<file path="src/rtl/trigg_frame_pkg.sv">
// Shared types and constants for the trigger-timestamp frame receiver.
package trigg_frame_pkg;

  localparam int N_CH          = 4;
  localparam int TS_W          = 32;
  localparam int PAYLOAD_BYTES = 16;
  localparam logic [7:0] DEFAULT_SYNC_BYTE = 8'hA5;

  typedef enum logic [1:0] {
    HUNT,
    PAYLOAD,
    CHECK
  } trigg_frame_state_e;

  // Shadow holds channels in arrival order from the MSB end; ch0 lands at [31:0].
  function automatic logic [N_CH*TS_W-1:0] remap_channels(
    input logic [N_CH*TS_W-1:0] shadow
  );
    logic [N_CH*TS_W-1:0] ts;
    ts = '0;
    for (int k = 0; k < N_CH; k++) begin
      ts[k*TS_W +: TS_W] = shadow[(N_CH-1-k)*TS_W +: TS_W];
    end
    return ts;
  endfunction

endpackage

</file>
<file path="src/rtl/trigg_frame_timer.sv">
// Inter-byte idle counter; o_hit is the combinational expiry, o_expire its registered pulse.
module trigg_frame_timer #(
  parameter int TIMEOUT_CYCLES = 10000
) (
  input  logic clk,
  input  logic reset_n,
  input  logic i_active,
  input  logic i_rx_dv,
  output logic o_hit,
  output logic o_expire
);

  localparam int CNT_W = ($clog2(TIMEOUT_CYCLES) > 0) ? $clog2(TIMEOUT_CYCLES) : 1;
  localparam logic [CNT_W-1:0] CNT_LAST = CNT_W'(TIMEOUT_CYCLES - 1);

  logic [CNT_W-1:0] cnt_q, cnt_d;
  logic             expire_q, expire_d;

  // A byte arriving on the terminal cycle suppresses the expiry.
  always_comb begin
    o_hit    = i_active && !i_rx_dv && (cnt_q == CNT_LAST);
    expire_d = o_hit;
    if (!i_active || i_rx_dv || o_hit) begin
      cnt_d = '0;
    end else begin
      cnt_d = cnt_q + 1'b1;
    end
  end

  always_ff @(posedge clk or negedge reset_n) begin
    if (!reset_n) begin
      cnt_q    <= '0;
      expire_q <= 1'b0;
    end else begin
      cnt_q    <= cnt_d;
      expire_q <= expire_d;
    end
  end

  assign o_expire = expire_q;

endmodule

</file>
<file path="src/rtl/trigg_frame_rx.sv">
// Sync-hunting frame decoder for the 4-channel timestamp UART link.
// Optional inter-byte timeout is built only when TRIGG_FRAME_TIMEOUT_EN is defined.
module trigg_frame_rx
  import trigg_frame_pkg::*;
#(
  parameter logic [7:0] SYNC_BYTE = DEFAULT_SYNC_BYTE
`ifdef TRIGG_FRAME_TIMEOUT_EN
  , parameter int TIMEOUT_CYCLES = 10000
`endif
) (
  input  logic                   clk,
  input  logic                   reset_n,
  input  logic                   i_rx_dv,
  input  logic [7:0]             i_rx_byte,
  output logic [N_CH*TS_W-1:0]   o_ts,
  output logic                   o_frame_valid,
  output logic                   o_chk_err,
  output logic                   o_timeout_err,
  output logic [15:0]            o_frame_cnt
);

  trigg_frame_state_e    state_q, state_d;
  logic [N_CH*TS_W-1:0]  shadow_q, shadow_d;
  logic [N_CH*TS_W-1:0]  ts_q, ts_d;
  logic [7:0]            chk_q, chk_d;
  logic [4:0]            byte_cnt_q, byte_cnt_d;
  logic [15:0]           frame_cnt_q, frame_cnt_d;
  logic                  frame_valid_q, frame_valid_d;
  logic                  chk_err_q, chk_err_d;
  logic                  timeout_hit;

`ifdef TRIGG_FRAME_TIMEOUT_EN
  trigg_frame_timer #(
    .TIMEOUT_CYCLES (TIMEOUT_CYCLES)
  ) u_timer (
    .clk      (clk),
    .reset_n  (reset_n),
    .i_active (state_q != HUNT),
    .i_rx_dv  (i_rx_dv),
    .o_hit    (timeout_hit),
    .o_expire (o_timeout_err)
  );
`else
  assign timeout_hit   = 1'b0;
  assign o_timeout_err = 1'b0;
`endif

  always_comb begin
    state_d       = state_q;
    shadow_d      = shadow_q;
    ts_d          = ts_q;
    chk_d         = chk_q;
    byte_cnt_d    = byte_cnt_q;
    frame_cnt_d   = frame_cnt_q;
    frame_valid_d = 1'b0;
    chk_err_d     = 1'b0;

    if (i_rx_dv) begin
      unique case (state_q)
        HUNT: begin
          if (i_rx_byte == SYNC_BYTE) begin
            byte_cnt_d = '0;
            chk_d      = '0;
            state_d    = PAYLOAD;
          end
        end
        // Sync-valued bytes here are payload data; no resync mid-frame.
        PAYLOAD: begin
          shadow_d   = {shadow_q[N_CH*TS_W-9:0], i_rx_byte};
          chk_d      = chk_q ^ i_rx_byte;
          byte_cnt_d = byte_cnt_q + 5'd1;
          if (byte_cnt_q == 5'(PAYLOAD_BYTES - 1)) begin
            state_d = CHECK;
          end
        end
        CHECK: begin
          if (i_rx_byte == chk_q) begin
            ts_d          = remap_channels(shadow_q);
            frame_valid_d = 1'b1;
            frame_cnt_d   = frame_cnt_q + 16'd1;
          end else begin
            chk_err_d = 1'b1;
          end
          state_d = HUNT;
        end
        default: state_d = HUNT;
      endcase
    end else if (timeout_hit) begin
      state_d = HUNT;
    end
  end

  always_ff @(posedge clk or negedge reset_n) begin
    if (!reset_n) begin
      state_q       <= HUNT;
      shadow_q      <= '0;
      ts_q          <= '0;
      chk_q         <= '0;
      byte_cnt_q    <= '0;
      frame_cnt_q   <= '0;
      frame_valid_q <= 1'b0;
      chk_err_q     <= 1'b0;
    end else begin
      state_q       <= state_d;
      shadow_q      <= shadow_d;
      ts_q          <= ts_d;
      chk_q         <= chk_d;
      byte_cnt_q    <= byte_cnt_d;
      frame_cnt_q   <= frame_cnt_d;
      frame_valid_q <= frame_valid_d;
      chk_err_q     <= chk_err_d;
    end
  end

  assign o_ts          = ts_q;
  assign o_frame_valid = frame_valid_q;
  assign o_chk_err     = chk_err_q;
  assign o_frame_cnt   = frame_cnt_q;

endmodule

</file>
<file path="config.mk">
export PLATFORM = sky130hd
export DESIGN_NAME = trigg_frame_rx
export DESIGN_NICKNAME = d
export VERILOG_FILES = /design/src/rtl/trigg_frame_pkg.sv /design/src/rtl/trigg_frame_timer.sv /design/src/rtl/trigg_frame_rx.sv
export SDC_FILE = /design/constraint.sdc
export NUM_CORES = 1
export LEC_CHECK = 0
export ABC_AREA = 1
export CORE_MARGIN = 3
export CORE_UTILIZATION = 35
export CTS_BUF_LIST = sky130_fd_sc_hd__clkbuf_8
export CTS_CLUSTER_SIZE = 20
export DETAILED_ROUTE_END_ITERATION = 10
export PLACE_DENSITY = 0.61
export SYNTH_ARGS = -nofsm -noshare
export SYNTH_HDL_FRONTEND = slang
export SYNTH_SLANG_ARGS = --single-unit
</file>
<file path="constraint.sdc">
create_clock -name clk -period 1.87 [get_ports clk]
set_clock_uncertainty 0.05 [all_clocks]
set_input_delay 0.187 -clock clk [delete_from_list [all_inputs] [get_ports clk]]
set_output_delay 0.187 -clock clk [all_outputs]
set_load 0.01 [all_outputs]
</file>
==> results.json <==
{
  "num_rows": 65,
  "grt_pass1_wl_mm": 46.6,
  "cpPeakStageDelay_ps": 570,
  "drv_slew": 0,
  "cts_buffers": 48,
  "core_area_um2": 32000,
  "avgSynthCellArea_um2": 8.84,
  "synthXorXnorAreaFrac_pct": 0.760,
  "netlist_area_um2": 11500,
  "synth-compound-area-share_pct": 4.85,
  "antenna_left": 0,
  "synth.distinct_cells": 23,
  "cp_slowest_cell": "clkdlybuf4s50_1",
  "drc": 0,
  "viasPerCell": 4.53,
  "max_freq_mhz": 561,
  "worstPathArrival_ps": 1550,
  "die_width_um": 187,
  "clkLatencyLatePin_ps": 550,
  "power.leakage_uw": 0.00753,
  "port_buffers": 156,
  "drt_wl_total_mm": 27.8,
  "placed_cell_area_um2": 13800,
  "critPathMaxFanout": 5,
  "ir_worst_vdd_v": 0.000642,
  "dp.cells": 1879,
  "ys_seq_area_share_pct": 62.8,
  "cts-htree-levels": 2,
  "numClockSinks": 289,
  "synth_seq_cells": 289,
  "final-hold-violation-count": 0,
  "power_density_nw_per_um2": 885,
  "muxShareOfSynthArea_pct": 0.0869,
  "cts_tree": "done",
  "vias": 8892,
  "routedWlPerCell_um": 14.2,
  "cp-start-kind": "flip-flop",
  "die_h_um": 187,
  "yosysWarnings": 0,
  "rsz0062_at_grt": "no",
  "path_delay_family": "buffers and inverters",
  "syn2layout_area_growth_pct": 28.1,
  "drt-initial-drc-count": 498,
  "initial_core_util_pct": 36.0,
  "dpl_worst_slack_ps": -82.2,
  "status": "completed",
  "ff2ff_path_depth": 10,
  "final_layout_size_suffix_gt1_share_pct": 9.03,
  "dieArea_um2": 35100,
  "overflow": 0,
  "fin_crit_ps": 1780,
  "place_congestion": 0.791,
  "worstPathCellList": "clkdlybuf4s50_1",
  "critPathCaptureType": "primary output",
  "syn_inst": 1303,
  "cts_root_buf": "clkbuf_8",
  "cts.path.max_buffers": 3,
  "synth_top_family_by_area": "simple AND/OR/NAND/NOR gates",
  "fin_crit_sh_pct": 95.4,
  "stdcell_count": 1964,
  "clk_pin_slew_ps": 60,
  "syn_nets": 1317,
  "yosys.area_share.simple_pct": 25.2,
  "worstPathRequired_ps": 1630,
  "grt_util_all_layers_pct": 16.0,
  "layout.nets": 1509,
  "path_class": "flip-flop to primary output",
  "antenna_found_initial": 0,
  "diodes": 0,
  "dp_hpwl_mm": 18.5,
  "io_pins": 158,
  "cap_viol_max_count": 0,
  "stdcell_area_um2": 14800,
  "worst-path-buf-inv": 1,
  "drt_pass1_iterations": 4,
  "synthAdderAreaFrac_pct": 0.326,
  "worst_hold_slack_ps": 109,
  "hold_class": "input port to async pin",
  "finalWorstSetupSlack_ps": 86.5,
  "grt_max_degree": 78,
  "grt_pass1_vias": 8916,
  "finalSetupViolations": 0,
  "worst-path-stages": 1
}
## flip-flops by register name (all words and copies together) (netlist names)
signal / cells
chk_q: 8
o_chk_err: 1
shadow_q: 128
byte_cnt_q: 5
o_ts: 128
o_frame_valid: 1
o_frame_cnt: 16
state_q: 2
## path summary, 6_finish.rpt
path / startpoint / to / slack (ps)
max: o_frame_cnt[7]$_DFFE_PN0P_ / o_frame_cnt[7] / 90
min: reset_n / shadow_q[118]$_DFFE_PN0P_ / 110
max reg2reg: chk_q[6]$_DFFE_PN0P_ / o_ts[8]$_DFFE_PN0P_ / 260
min reg2reg: o_ts[85]$_DFFE_PN0P_ / o_ts[85]$_DFFE_PN0P_ / 430
max in group asynchronous: reset_n / o_ts[39]$_DFFE_PN0P_ / 930
min in group clk: i_rx_byte[1] / shadow_q[1]$_DFFE_PN0P_ / 350
## power by group
group / internal, uW / switching, uW / total, uW
Sequential: 6680 / 267 / 6940
Combinational: 264 / 475 / 740
Clock: 2970 / 2420 / 5390
## per-stage QoR
| step | util, % | total power [uW] | setup TNS [ps] |
|---|---|---|---|
| final | 46.1 | 13100 | 0 |
| after global routing | 46.1 | 13800 | 0 |
| after CTS | 46.0 | 13300 | 0 |
| after detailed placement | 43.0 | 7810 | -6040 |
| after global placement | 43.0 | 7770 | -5120 |
| after floorplan | - | 7400 | 0 |
## area by class of cell
cell class              count  area (um2)
clock buffers              59         812
clock inverters            25         131
fillers                  3181       17300
inverters                  74         282
multi-input cells         878        3600
flip-flops and latches    289        7250
well taps                 435         544
repair buffers            204        2140
## synth_stat cells
cell type / count / area (um2)
nand2_1: 685 / 2570
dfrtp_1: 289 / 7230
o21ai_0: 71 / 355
inv_1: 67 / 251
o21ai_1: 39 / 195
nor2_1: 29 / 109
nand3_1: 25 / 125
clkbuf_1: 21 / 78.8
buf_6: 20 / 225
buf_2: 18 / 90.1
nand4_1: 8 / 50.1
inv_2: 6 / 22.5
xnor2_1: 5 / 43.8
xor2_1: 5 / 43.8
buf_4: 3 / 22.5
ha_1: 3 / 37.5
nor2_2: 3 / 18.8
clkinv_2: 1 / 5.00
conb_1: 1 / 3.75
mux2i_1: 1 / 10.0
nand3_4: 1 / 17.5
nor3b_1: 1 / 7.51
o21ai_2: 1 / 8.76
## cells in the final DEF (no fill, tap or decap), drive strengths merged
cell,count
clkdlybuf4s50,154
dlymetal6s2s,1
mux2i,1
clkbuf,59
dfrtp,289
ha,3
xor2,5
o21ai,111
inv,92
nor3b,1
dlygate4sd3,1
clkinv,6
nand3,26
bufinv,1
conb,1
xnor2,5
nand2,685
nand4,8
nor2,32
buf,48
## metal layers
layer | track usage (%) | share of wire [%]
met5 | 0 | 0
met2 | 25.5 | 46
met3 | 3.24 | 4.3
met4 | 4.36 | 1.9
met1 | 22.4 | 48
## logic make-up (layout without fill, tap and decap cells)
kind of cell	after synthesis	after routing
flip-flops	289	289
multiplexers	1	1
other	1	1
XOR/XNOR	10	10
buffers and inverters	136	362
AND/OR/NAND/NOR	752	752
adder cells (fa/ha/maj)	3	3
AO/OA/AOI/OAI	111	111
## what timing repair did
action | 4_1_cts | 5_1_grt
hold buffers | 1 | 0
gates resized for setup | 1 | 11
buffers inserted | 0 | 0
setup endpoints to repair | 1 | 11
hold endpoints to repair | 289 | 0
Power figures use the tool's default switching activity.
